### src/rtl/trigger_gen.sv
// Threshold trigger for a multi-lane ADC stream: raises a fixed-length
// acquisition window on the first over-threshold beat, then holds off.
module trigger_gen #(
    parameter int THRESHOLD            = 10,
    parameter int PRE_ACQUI_LEN        = 12,
    parameter int POST_ACQUI_LEN       = 38,
    parameter int HOLDOFF_LEN          = 4,
    parameter int TIME_STAMP_WIDTH     = 16,
    parameter int ADC_RESOLUTION_WIDTH = 12,
    parameter int SAMPLE_WIDTH         = 16,
    parameter int S_AXIS_TDATA_WIDTH   = 128
) (
    input  logic                          AXIS_ACLK,
    input  logic                          AXIS_ARESET,
    input  logic                          ENABLE,
    input  logic [S_AXIS_TDATA_WIDTH-1:0] S_AXIS_TDATA,
    input  logic                          S_AXIS_TVALID,
    input  logic                          S_AXIS_TREADY,
    input  logic                          FIFO_FULL,
    output logic                          TRIGGERD_FLAG,
    output logic [TIME_STAMP_WIDTH-1:0]   TIME_STAMP,
    output logic [31:0]                   TRIG_CNT,
    output logic [15:0]                   DROP_CNT
);

    localparam int LANES         = S_AXIS_TDATA_WIDTH / SAMPLE_WIDTH;
    localparam int ADW           = ADC_RESOLUTION_WIDTH;
    localparam int THRESHOLD_VAL = (THRESHOLD * 2048) / 100;
    localparam int WIN_LEN       = PRE_ACQUI_LEN + POST_ACQUI_LEN;
    localparam int WW            = $clog2(WIN_LEN + 1);
    localparam int HW            = $clog2(HOLDOFF_LEN + 2);

    localparam logic signed [ADW:0] THR_VAL  = (ADW + 1)'(THRESHOLD_VAL);
    localparam logic [WW-1:0]       WIN_LAST = WW'(WIN_LEN - 1);
    localparam logic [HW-1:0]       HO_LAST  = HW'(HOLDOFF_LEN - 1);

    typedef enum logic [1:0] {
        S_IDLE,
        S_ACQ,
        S_HOLDOFF
    } state_e;

    state_e                      state_q, state_d;
    logic [TIME_STAMP_WIDTH-1:0] ts_cnt_q;
    logic [TIME_STAMP_WIDTH-1:0] ts_r_q;
    logic                        hit_q, hit_d;
    logic [WW-1:0]               win_q, win_d;
    logic [HW-1:0]               ho_q, ho_d;
    logic [TIME_STAMP_WIDTH-1:0] tstamp_q, tstamp_d;
    logic [31:0]                 trig_q, trig_d;
    logic [15:0]                 drop_q, drop_d;
    logic signed [ADW:0]         smp;

    // One extra sign bit so a 100% threshold (2048) still compares correctly.
    always_comb begin
        hit_d = 1'b0;
        smp   = '0;
        for (int l = 0; l < LANES; l++) begin
            smp = {S_AXIS_TDATA[l*SAMPLE_WIDTH + SAMPLE_WIDTH - 1],
                   S_AXIS_TDATA[l*SAMPLE_WIDTH + SAMPLE_WIDTH - 1 -: ADW]};
            if (smp > THR_VAL) begin
                hit_d = 1'b1;
            end
        end
        hit_d = hit_d & S_AXIS_TVALID & S_AXIS_TREADY;
    end

    always_comb begin
        state_d  = state_q;
        win_d    = win_q;
        ho_d     = ho_q;
        tstamp_d = tstamp_q;
        trig_d   = trig_q;
        drop_d   = drop_q;
        unique case (state_q)
            S_IDLE: begin
                if (hit_q && ENABLE) begin
                    if (!FIFO_FULL) begin
                        state_d  = S_ACQ;
                        tstamp_d = ts_r_q;
                        trig_d   = trig_q + 32'd1;
                        win_d    = '0;
                    end else if (drop_q != 16'hFFFF) begin
                        drop_d = drop_q + 16'd1;
                    end
                end
            end
            S_ACQ: begin
                if (win_q == WIN_LAST) begin
                    ho_d    = '0;
                    state_d = (HOLDOFF_LEN == 0) ? S_IDLE : S_HOLDOFF;
                end else begin
                    win_d = win_q + WW'(1);
                end
            end
            S_HOLDOFF: begin
                if (ho_q == HO_LAST) begin
                    state_d = S_IDLE;
                end else begin
                    ho_d = ho_q + HW'(1);
                end
            end
            default: state_d = S_IDLE;
        endcase
    end

    always_ff @(posedge AXIS_ACLK) begin
        if (AXIS_ARESET) begin
            state_q  <= S_IDLE;
            ts_cnt_q <= '0;
            ts_r_q   <= '0;
            hit_q    <= 1'b0;
            win_q    <= '0;
            ho_q     <= '0;
            tstamp_q <= '0;
            trig_q   <= '0;
            drop_q   <= '0;
        end else begin
            state_q  <= state_d;
            ts_cnt_q <= ts_cnt_q + TIME_STAMP_WIDTH'(1);
            ts_r_q   <= ts_cnt_q;
            hit_q    <= hit_d;
            win_q    <= win_d;
            ho_q     <= ho_d;
            tstamp_q <= tstamp_d;
            trig_q   <= trig_d;
            drop_q   <= drop_d;
        end
    end

    assign TRIGGERD_FLAG = (state_q == S_ACQ);
    assign TIME_STAMP    = tstamp_q;
    assign TRIG_CNT      = trig_q;
    assign DROP_CNT      = drop_q;

endmodule

### config.mk
export PLATFORM = sky130hd
export DESIGN_NAME = trigger_gen
export DESIGN_NICKNAME = d
export VERILOG_FILES = /design/src/rtl/trigger_gen.sv
export SDC_FILE = /design/constraint.sdc
export NUM_CORES = 1
export LEC_CHECK = 0
export ABC_AREA = 1
export BUFFER_PORTS_ARGS = -buffer_cell sky130_fd_sc_hd__buf_2
export CAP_MARGIN = 10
export CELL_PAD_IN_SITES_DETAIL_PLACEMENT = 1
export CELL_PAD_IN_SITES_GLOBAL_PLACEMENT = 2
export CORE_ASPECT_RATIO = 0.75
export CORE_MARGIN = 4
export CORE_UTILIZATION = 25
export DETAILED_ROUTE_END_ITERATION = 8
export PLACE_DENSITY_LB_ADDON = 0.1
export SYNTH_ARGS = -nofsm -noshare
export SYNTH_HDL_FRONTEND = slang
export SYNTH_SLANG_ARGS = --single-unit
### constraint.sdc
create_clock -name AXIS_ACLK -period 1.96 [get_ports AXIS_ACLK]
set_input_delay 0.392 -clock AXIS_ACLK [delete_from_list [all_inputs] [get_ports AXIS_ACLK]]
set_output_delay 0.392 -clock AXIS_ACLK [all_outputs]
set_load 0.005 [all_outputs]
Yosys cells after proc, flatten, opt, wreduce, memory -nomap -nowiden --
Cells that the tools add are included. W data, S select, Z words.
Cells by class: magnitude comparators 8, bitwise gates (word level) 3, equal/unequal tests 11, $add $sub $neg 5, mux-type cells 20, reduce and logical (&&, ||, !) cells 9
Operators by type and width (count):
- $gt A12 B9 Y1 const B | 8
- $add A16 B1 Y16 const B | 2
- $add A32 B1 Y32 const B | 1
- $mux W6 | 3
- $ne A16 B16 Y1 const B | 1
- $pmux W6 S2 | 1
- $reduce_and A4 Y1 | 3
- $ne A2 B2 Y1 const B | 5
- $mux W1 | 8
- $mux W2 | 4
- $add A6 B1 Y6 const B | 1
- $eq A6 B6 Y1 const B | 1
- $mux W3 | 2
- $pmux W2 S3 | 1
- $pmux W3 S2 | 1
- $reduce_and A3 Y1 | 2
- $reduce_bool A2 Y1 | 2
- $add A3 B1 Y3 const B | 1
- $eq A3 B2 Y1 const B | 1
- $and A1 B1 Y1 | 2
- $eq A2 B1 Y1 const B | 1
- $eq A2 B2 Y1 const B | 1
- $logic_not A2 Y1 | 1
- $ne A2 B1 Y1 const B | 1
- 2 further kinds | 2
Storage, ports and cells: flip-flop bits (word level) 108, input bits 134

Logic depth before layout (Yosys ltp) --
Gate-level depths: netlist (run 1).
depth after elaboration 11, depth in mapped cells 11, mapped depth without buffers 11

Worst setup path before layout (run 1) --
Ideal clock, no wire load.
kind reg-to-reg, start register drop_q[0] (netlist: DROP_CNT[0]), end register drop_q[7] (netlist: DROP_CNT[7]), buffers on the path 1, required time 1.821 ns, cell stages (with the launch flop) 10, period minus slack after synthesis 1.503 ns, arrival time 1.363 ns, library setup time 0.139 ns, setup slack 0.457 ns, cells stage by stage dfxtp_1 > ha_1 > nand3_2 > nor2_4 > nand3_2 > nand2_4 > inv_2 > buf_6 > nand2_1 > a21oi_2
On the way: cells in the longest elaborated chain, start to end 2, elaborated cells on any way between the ends 3
RTL lines:
- from (decl) | line 51 | logic [15:0] drop_q, drop_d;
- from (signal assigned) | line 127 | drop_q <= drop_d;
- branches (longest 2 deep; another with $add A16 B1 Y16)
Several ways; the timed one is not identified. A chain may end at the register's enable or synchronous reset.

Worst setup path after layout (run 1) --
start register drop_q[1] (netlist: DROP_CNT[1]), end register drop_q[15] (netlist: DROP_CNT[15])
Same word-level chain as after synthesis.

==> impl_metrics.ini, run 1 <==
[status]
status = finished clean

[grt]
grt_max_degree = 54
met2_usage_pct = 23.6
gr-max-usage-layer = met2
grt_use_met3_pct = 4.05
grt_pass1_wl_microns = 27800
grt_pass1_vias = 5559
grt_use_total_pct = 14.5
met1_usage_pct = 19.1
overflow = 0
antenna_found_initial = 0

[sta]
period_share_pct = 88.3
whs_ns = 0.287
tightest_slew_ns = 0.405
rsz0062_at_grt = no
clock_skew_ns = 0.00680
fin_crit_ns = 1.73
finalSetupViolCount = 0
fmax_ghz = 0.578
fin_ws_ns = 0.230
finalHoldViolCount = 0
tns_ns = 0
slew_headroom_pct = 72.8
slew_viol_final = 0

[layout]
nNetsFinal = 1137
drive_gt1_share_pct = 23.5
num-fill-cells = 2795
n_antenna_cell = 0
fin_util_pct = 33.0
design_area_sq_mm = 0.00700
syn2layout_area_growth_pct = 29.4

[min_path]
holdPathStages = 3
hp-start = S_AXIS_TREADY
worstHoldEndpoint = hit_q
min_path_type = input pin to register

[synthesis]
synth_cells = 820
synth_flop_cell = dfxtp_1
ys_ff_latch = 108
synth_edf_count = 0
syn_nets = 961
synth_area_leader_cell = dfxtp_1
synth_top_area_share_pct = 40.0
synthArstFlopShare_pct = 0
ys_seq_area_share_pct = 40.0
synth_common_cells = nand2_1 (222), nor2_1 (159), dfxtp_1 (108)
synthTopCellsByArea = dfxtp_1 (40%), nand2_1 (15%), nor2_1 (11%), inv_1 (6.5%), a21oi_1 (3.9%)
syn-cell-area_sq_mm = 0.00541
avgSynthCellArea_sq_um = 6.60
synth_cell_types = 39
yosysMostFrequentCell = nand2_1
yosys_warnings = 0

[floorplan]
die_area_sq_mm = 0.0241
die_y_microns = 135
pin_count = 199
core.rowCount = 46
die_x_microns = 178
core-area_sq_mm = 0.0212
initial_core_util_pct = 25.5

[setup_path]
cpMostUsedCell = nand3_2
cp-startpoint = DROP_CNT[1]
r2r_cells = 8
reg2reg_from = DROP_CNT[1]
slowest_stage = dfxtp_1
cpLargestDelayFamily = simple AND/OR/NAND/NOR gates
rr_endpoint = DROP_CNT[15]
cpPeakStageDelay_ns = 0.40
crit_arrival_ns = 1.97
cp_cell_sequence = ha_1, nand3_2, nor2_4, nand3_2, nand2_4, inv_2, nand2_1, a21oi_1
worstSetupPathType = register to register
r2r_slack_ns = 0.23
critPathRequiredTime_ns = 2.20
critPathBufInv = 1
critical_path.max_fanout = 13
worst_setup_path_end_kind = register
cp-start-kind = register

[power]
ir_drop_mv = 0.420
power_density_mw_per_mm2 = 640
p_leak_nw = 3.10

[flow_run]
max_cap_viol_count = 0

[placed_design]
dpl_cell_area_sq_mm = 0.00668
gp_congestion = 0.750
pre_cts_ws_ns = 0.159
dpl.hpwl_microns = 13000
numPortBuffers = 166

[clock_network]
clk_pin_slew_worst_paths_ns = 0.08
tritoncts = done
root_buffer = clkbuf_16
clockBufferDepth = 2
h-tree-depth = 3
cts_buffers = 9
ctsHoldBuffers = 0
worstSkewPairLatency_ns = 0.36
clock-sinks = 108

[detailed_routing]
drt_iter0_markers = 206
drt_first_pass_iters = 4
drc_errors = 0
postRouteAntennaNets = 0
wl_per_cell_microns = 13.0
via_count = 5530
wl_microns = 16800
vias_per_cell = 4.29
-- layout make-up --
cell class,count,area (sq um),share of cell area [%]
clock buffer,9,225,3.22
clock inverter,7,93.8,1.34
inverter,96,360,5.15
multi-input combinational,598,2800,40.0
sequential,108,2160,30.9
tap,288,360,5.15
timing repair buffer,183,996,14.2
-- layout by cell type, fill, tap and decap left out, types with 4 or more instances in the layout --
master,synthesis,final
a21oi_1,42,42
a21oi_2,8,8
buf_2,3,166
buf_4,1,14
clkbuf_16,0,9
dfxtp_1,108,108
ha_1,7,7
inv_1,93,93
nand2_1,222,222
nand2_2,5,5
nand3_1,26,26
nand3b_1,8,8
nand4_1,12,12
nor2_1,159,158
nor2_2,7,8
nor3_1,20,20
o21ai_0,41,41
o21ai_1,4,4
xnor2_1,4,4
xor2_1,7,7
-- repair_timing --
| item | 4_1_cts | 5_1_grt |
|---|---|---|
| setup endpoints to repair | 0 | 1 |
| gates resized for setup | 0 | 1 |
| setup buffers | 0 | 0 |
-- worst max-delay path by stage --
| stage | endpoint | slack [ns] | depth (start not counted) |
|---|---|---|---|
| floorplan | DROP_CNT[7] | 0.46 | 9 |
| global placement | DROP_CNT[12] | 0.22 | 8 |
| finish | DROP_CNT[15] | 0.23 | 8 |
| global route | ts_cnt_q[12] | 0.07 | 9 |
| CTS | DROP_CNT[15] | 0.19 | 8 |
| detailed placement | TRIG_CNT[27] | 0.16 | 10 |
-- power by group --
part           internal [mW]  switching [mW]
logic                  0.135           0.146
clock network           1.03           0.941
registers               2.21          0.0112
-- per-layer routing --
metal | share of wire [%] | vias to the layer above
li1 | - | 2931
met2 | 44 | 117
met4 | 1.1 | 0
met1 | 49 | 2471
met3 | 5.5 | 11
met5 | 0 | -
-- metrics by stage --
stage / total power [mW] / std cells
final: 4.48 / 1289
after floorplan: 2.40 / 820
after CTS: 4.60 / 1289
after detailed placement: 2.57 / 1273
after global placement: 2.56 / 1273
after global routing: 4.70 / 1289
-- registers in the layout, summed over array words and instances (netlist names) --
register	flops
state_q	2
TIME_STAMP	16
ho_q	3
ts_cnt_q	16
hit_q	1
win_q	6
DROP_CNT	16
TRIG_CNT	32
ts_r_q	16
-- logic make-up after synthesis --
logic type,after synthesis,synth area share (%)
simple gates,475,37.6
buf+inv,114,8.33
xor+xnor,11,1.78
flops,108,40.0
fa+ha+maj,7,1.62
compound gates,105,10.7
-- tightest hold or removal path, cell delays in order --
cell and delay [ns]:
buf_2 0.10, nand3_1 0.07, a21oi_1 0.04
Note: power is estimated with default switching activity, not from simulation.
==> run 2, diff against run 1 <==
--- a/config.mk
+++ b/config.mk
@@ -6,14 +6,14 @@
 export NUM_CORES = 1
 export LEC_CHECK = 0
 export ABC_AREA = 1
-export BUFFER_PORTS_ARGS = -buffer_cell sky130_fd_sc_hd__buf_2
 export CAP_MARGIN = 10
 export CELL_PAD_IN_SITES_DETAIL_PLACEMENT = 1
 export CELL_PAD_IN_SITES_GLOBAL_PLACEMENT = 2
 export CORE_ASPECT_RATIO = 0.75
 export CORE_MARGIN = 4
-export CORE_UTILIZATION = 25
+export CORE_UTILIZATION = 32
 export DETAILED_ROUTE_END_ITERATION = 8
+export DONT_BUFFER_PORTS = 1
 export PLACE_DENSITY_LB_ADDON = 0.1
 export SYNTH_ARGS = -nofsm -noshare
 export SYNTH_HDL_FRONTEND = slang
==> constraint.sdc (replaced) <==
create_clock -name AXIS_ACLK -period 1.96 [get_ports AXIS_ACLK]
set_input_delay 0.392 -clock AXIS_ACLK [delete_from_list [all_inputs] [get_ports AXIS_ACLK]]
set_output_delay 0.392 -clock AXIS_ACLK [all_outputs]
set_load 0.01 [all_outputs]
==> run 2 against run 1 <==
Utilization increased by 4.5 points. Total power down 5.0%. Via count fell by 7.2%. Die area down 21%. Combinational power shrank 46%. Flip-flop and latch count did not move. Fmax grew 2.0%. Final cell count fell by 18%. Sequential power hardly changed. Non-clock buffer count is 155 lower. Hold slack worse by 0.18 ns. Clock power decreased by 5%. Critical path type unchanged. Largest power group unchanged.
==> impl_metrics.ini, run 2 (same netlist as run 1, synthesis figures left out) <==
[sta]
fin_crit_ns = 1.70
period_share_pct = 86.5
clock_skew_ns = 0.0105
fmax_ghz = 0.590
tightest_slew_ns = 0.439
whs_ns = 0.107
finalHoldViolCount = 0
tns_ns = 0
rsz0062_at_grt = no
finalSetupViolCount = 0
slew_viol_final = 0
slew_headroom_pct = 70.5

[layout]
layout_commonest_cell = nand2_1
n_antenna_cell = 0
syn2layout_area_growth_pct = 13.2
nNetsFinal = 982
drive_gt1_share_pct = 9.34
mostFrequentLayoutCells = nand2_1 (222), nor2_1 (159), dfxtp_1 (108)
largest_reg_flops = 32

[floorplan]
initial_core_util_pct = 33.2
die_y_microns = 121
die_x_microns = 158
pin_count = 199
core.rowCount = 40
core-area_sq_mm = 0.0163
die_area_sq_mm = 0.0191

[setup_path]
critPathRequiredTime_ns = 2.22
critical_path.max_fanout = 6
crit_arrival_ns = 1.96
cp-start-kind = register
worst_setup_path_end_kind = register
rr_endpoint = TRIG_CNT[29]
reg2reg_from = TRIG_CNT[12]
r2r_cells = 9
r2r_slack_ns = 0.26
worstSetupPathType = register to register

[clock_network]
cts_buffers = 9
clock-sinks = 108
worstSkewPairLatency_ns = 0.36
post_cts_buffers = 0
cts_resized = 0
clk_pin_slew_worst_paths_ns = 0.08
h-tree-depth = 3
root_buffer = clkbuf_16
tritoncts = done
ctsHoldBuffers = 0
clockBufferDepth = 2

[grt]
antenna_found_initial = 0
grt_pass1_wl_microns = 25100
overflow = 0
grt_use_total_pct = 16.5
grt_pass1_vias = 5086
grt_max_degree = 55

[min_path]
hp-start = AXIS_ARESET
min_path_type = input pin to register
worstHoldEndpoint = ts_r_q[14]
holdPathStages = 1

[detailed_routing]
drt_first_pass_iters = 4
drt_iter0_markers = 194
postRouteAntennaNets = 0
via_count = 5132
vias_per_cell = 4.86
wl_microns = 15600
drc_errors = 0
wl_per_cell_microns = 14.8

[placed_design]
numPortBuffers = 0
gp_congestion = 0.786
dpl.hpwl_microns = 12400

[status]
status = finished clean

[flow_run]
max_cap_viol_count = 0

[power]
ir_drop_mv = 0.361
p_leak_nw = 2.39
power_density_mw_per_mm2 = 694
run 2: cell count changes in the layout (fill, tap and decap cells not counted), moves of 2 or more:
cell and change:
buf_4 +13, buf_12 -2, inv_8 -2, clkinv_8 +3
buf_2 -166
run 2: worst max-delay path by stage:
stage / from / to / cells after the start
4_1_cts: hit_q / TRIG_CNT[26] / 8
5_1_grt: TRIG_CNT[0] / TRIG_CNT[22] / 10
6_report: TRIG_CNT[12] / TRIG_CNT[29] / 9
3_3_place_gp: ENABLE / TRIG_CNT[23] / 8
3_5_place_dp: ENABLE / TRIG_CNT[29] / 8
2_1_floorplan: DROP_CNT[0] / DROP_CNT[7] / 9
run 2: layout make-up:
class / instances / area, sq um
clock buffers: 9 / 225
fillers: 2094 / 10200
multi-input cells: 598 / 2800
repair buffers: 28 / 223
inverters: 96 / 360
well taps: 210 / 263
flip-flops and latches: 108 / 2160
clock inverters: 7 / 93.8
run 2: metrics by stage:
| stage | worst slack [ns] | cells | cell area, sq um | util, % | total power, mW |
|---|---|---|---|---|---|
| 3_3_place_gp | 0.252 | 1040 | 5800 | 35.6 | 2.43 |
| 2_1_floorplan | 0.411 | 820 | 5410 | - | 2.41 |
| 6_report | 0.264 | 1056 | 6120 | 37.5 | 4.25 |
| 4_1_cts | 0.225 | 1056 | 6120 | 37.5 | 4.34 |
| 5_1_grt | 0.0642 | 1056 | 6120 | 37.5 | 4.47 |
| 3_5_place_dp | 0.235 | 1040 | 5800 | 35.6 | 2.44 |
run 2: report_power, final:
group          switching (mW)  internal [mW]  total (mW)  leakage [nW]
registers              0.0164           2.21        2.23         0.871
clock network           0.951          0.923        1.87         0.153
logic                  0.0927         0.0589       0.152          1.36
total                    1.06           3.19        4.25          2.39
run 2: routing by layer:
layer | GRT usage (%) | routed length, microns
met1 | 21.5 | 7300
met2 | 27.2 | 7190
met3 | 4.87 | 1010
met4 | 3.36 | 143
met5 | 0 | 0
run 2: worst max-delay path, cell delays in order (launching register included):
cell	delay (ns)
dfxtp_1	0.49
nand2_1	0.24
nor2_1	0.25
nand2_1	0.08
nor2_1	0.22
nand2_1	0.10
nand2_1	0.07
nand2_1	0.05
nand2_1	0.05
a21oi_1	0.05
==> run 3, diff against run 2 <==
==> config.mk (replaced) <==
export PLATFORM = sky130hd
export DESIGN_NAME = trigger_gen
export DESIGN_NICKNAME = d
export VERILOG_FILES = /design/src/rtl/trigger_gen.sv
export SDC_FILE = /design/constraint.sdc
export NUM_CORES = 1
export LEC_CHECK = 0
export ABC_AREA = 1
export CAP_MARGIN = 10
export CORE_ASPECT_RATIO = 0.75
export CORE_MARGIN = 4
export CORE_UTILIZATION = 30
export DETAILED_ROUTE_END_ITERATION = 8
export DONT_BUFFER_PORTS = 1
export SYNTH_ARGS = -nofsm -noshare
export SYNTH_HDL_FRONTEND = slang
export SYNTH_SLANG_ARGS = --single-unit
==> run 3 against run 2 <==
Cell area shrank 0.35%. Global-route usage is 3.3 points lower. Largest cell class unchanged. Highest routed layer unchanged. Wire length decreased by 14%.
==> impl_metrics.ini, run 3 (same netlist as run 1, synthesis figures left out) <==
[status]
status = finished clean

[detailed_routing]
drt_iter0_markers = 306
postRouteAntennaNets = 0
drc_errors = 0
drt_first_pass_iters = 5
wl_microns = 13500
via_count = 4867
wl_per_cell_microns = 12.4
vias_per_cell = 4.48

[layout]
syn2layout_area_growth_pct = 12.8
layout_commonest_cell = nand2_1
final_cells = 1086
mostFrequentLayoutCells = nand2_1 (222), nor2_1 (159), dfxtp_1 (108)
drive_gt1_share_pct = 9.12
n_antenna_cell = 0
nNetsFinal = 980
largest_reg_flops = 32

[grt]
gr-max-usage-layer = met2
antenna_found_initial = 0
met2_usage_pct = 21.5
met1_usage_pct = 17.6
overflow = 0
grt_pass1_wl_microns = 21700
grt_pass1_vias = 4323
grt_max_degree = 55
grt_use_met3_pct = 3.01
grt_use_total_pct = 13.2

[power]
netSwitchingPower_mw = 0.957
internal-power_mw = 3.18
swShare_pct = 23.1
finalPower_mw = 4.14
ir_drop_mv = 0.438
comb_power_share_pct = 3.5
power_density_mw_per_mm2 = 678
seqPwrFrac_pct = 53.8
p_leak_nw = 2.37
clock_power_share_pct = 42.7

[sta]
clock_skew_ns = 0.00826
tns_ns = 0
slew_viol_final = 0
fmax_ghz = 0.620
period_share_pct = 82.3
fin_crit_ns = 1.61
slew_headroom_pct = 73.2
rsz0062_at_grt = no
tightest_slew_ns = 0.399
finalHoldViolCount = 0
finalSetupViolCount = 0

[floorplan]
core.rowCount = 42
core-area_sq_mm = 0.0177
die_y_microns = 124
die_x_microns = 163
initial_core_util_pct = 30.6
pin_count = 199
die_area_sq_mm = 0.0203

[setup_path]
cp_cell_sequence = nand2_1, nor2_2, nand2_2, nor2_4, nand2_4, nor2_8, nand2_2, o21bai_1, nor2_1
critPathRequiredTime_ns = 2.21
cpPeakStageDelay_ns = 0.45
worst_setup_path_end_kind = register
critical_path.max_fanout = 6
cp-start-kind = register
cpLargestDelayFamily = simple AND/OR/NAND/NOR gates
cpMostUsedCell = nand2_2
worstSetupPathType = register to register
crit_arrival_ns = 1.86
critPathBufInv = 0
slowest_stage = dfxtp_1

[placed_design]
numPortBuffers = 0
dp.cells = 1070
dpl.hpwl_microns = 10500
gp_congestion = 0.836

[clock_network]
ctsHoldBuffers = 0
clockBufferDepth = 2
clock-sinks = 108
cts_buffers = 9
clk_pin_slew_worst_paths_ns = 0.08
post_cts_buffers = 0
cts_resized = 0
root_buffer = clkbuf_16
h-tree-depth = 3
tritoncts = done
worstSkewPairLatency_ns = 0.35

[flow_run]
max_cap_viol_count = 0

[min_path]
min_path_type = input pin to register
[run 3: area by class of cell]
cell class | count | area (sq um)
inverters | 96 | 360
clock buffers | 10 | 239
fillers | 1925 | 11600
flip-flops and latches | 108 | 2160
multi-input cells | 598 | 2800
well taps | 242 | 303
repair buffers | 26 | 195
clock inverters | 6 | 46.3
[run 3: power groups by stage]
stage	clock network [mW]	registers, mW	logic [mW]
floorplan	0	2.28	0.129
global placement	0	2.28	0.148
detailed placement	0	2.28	0.150
CTS	1.84	2.23	0.150
global route	1.93	2.23	0.176
finish	1.77	2.23	0.146
[run 3: per-layer routing]
metal / part of all wire (%) / routed length, microns / up-vias
met5: 0 / 0 / -
met1: 47 / 6290 / 2086
li1: - / - / 2611
met4: 0.96 / 129 / 0
met3: 6.6 / 886 / 8
met2: 46 / 6180 / 162
[run 3: metrics by stage]
stage                     worst slack [ns]  cell area [sq um]  utilization, %  hold WS (ns)
after floorplan                      0.411               5410               -         0.420
after global placement               0.253               5820            32.9         0.432
final                                0.348               6100            34.6         0.107
after detailed placement             0.262               5820            32.9         0.441
after CTS                            0.311               6100            34.6        0.0883
after global routing                 0.124               6100            34.6        0.0846
[run 3: worst paths after layout]
| kind | start | end | slack (ns) | depth (start not counted) |
|---|---|---|---|---|
| worst min-delay path | AXIS_ARESET | ts_cnt_q[6] | 0.11 | 1 |
| worst max-delay path | TRIG_CNT[5] | TRIG_CNT[27] | 0.35 | 9 |
| worst max register to register | TRIG_CNT[5] | TRIG_CNT[27] | 0.35 | 9 |
| worst min register to register | ts_cnt_q[7] | ts_r_q[7] | 0.45 | 2 |
[run 3: worst reg2reg max path: stages (launching register included)]
cell      delay [ns]
dfxtp_1         0.45
nand2_1         0.13
nor2_2          0.13
nand2_2         0.13
nor2_4          0.18
nand2_4         0.09
nor2_8          0.13
nand2_2         0.09
o21bai_1        0.14
nor2_1          0.06
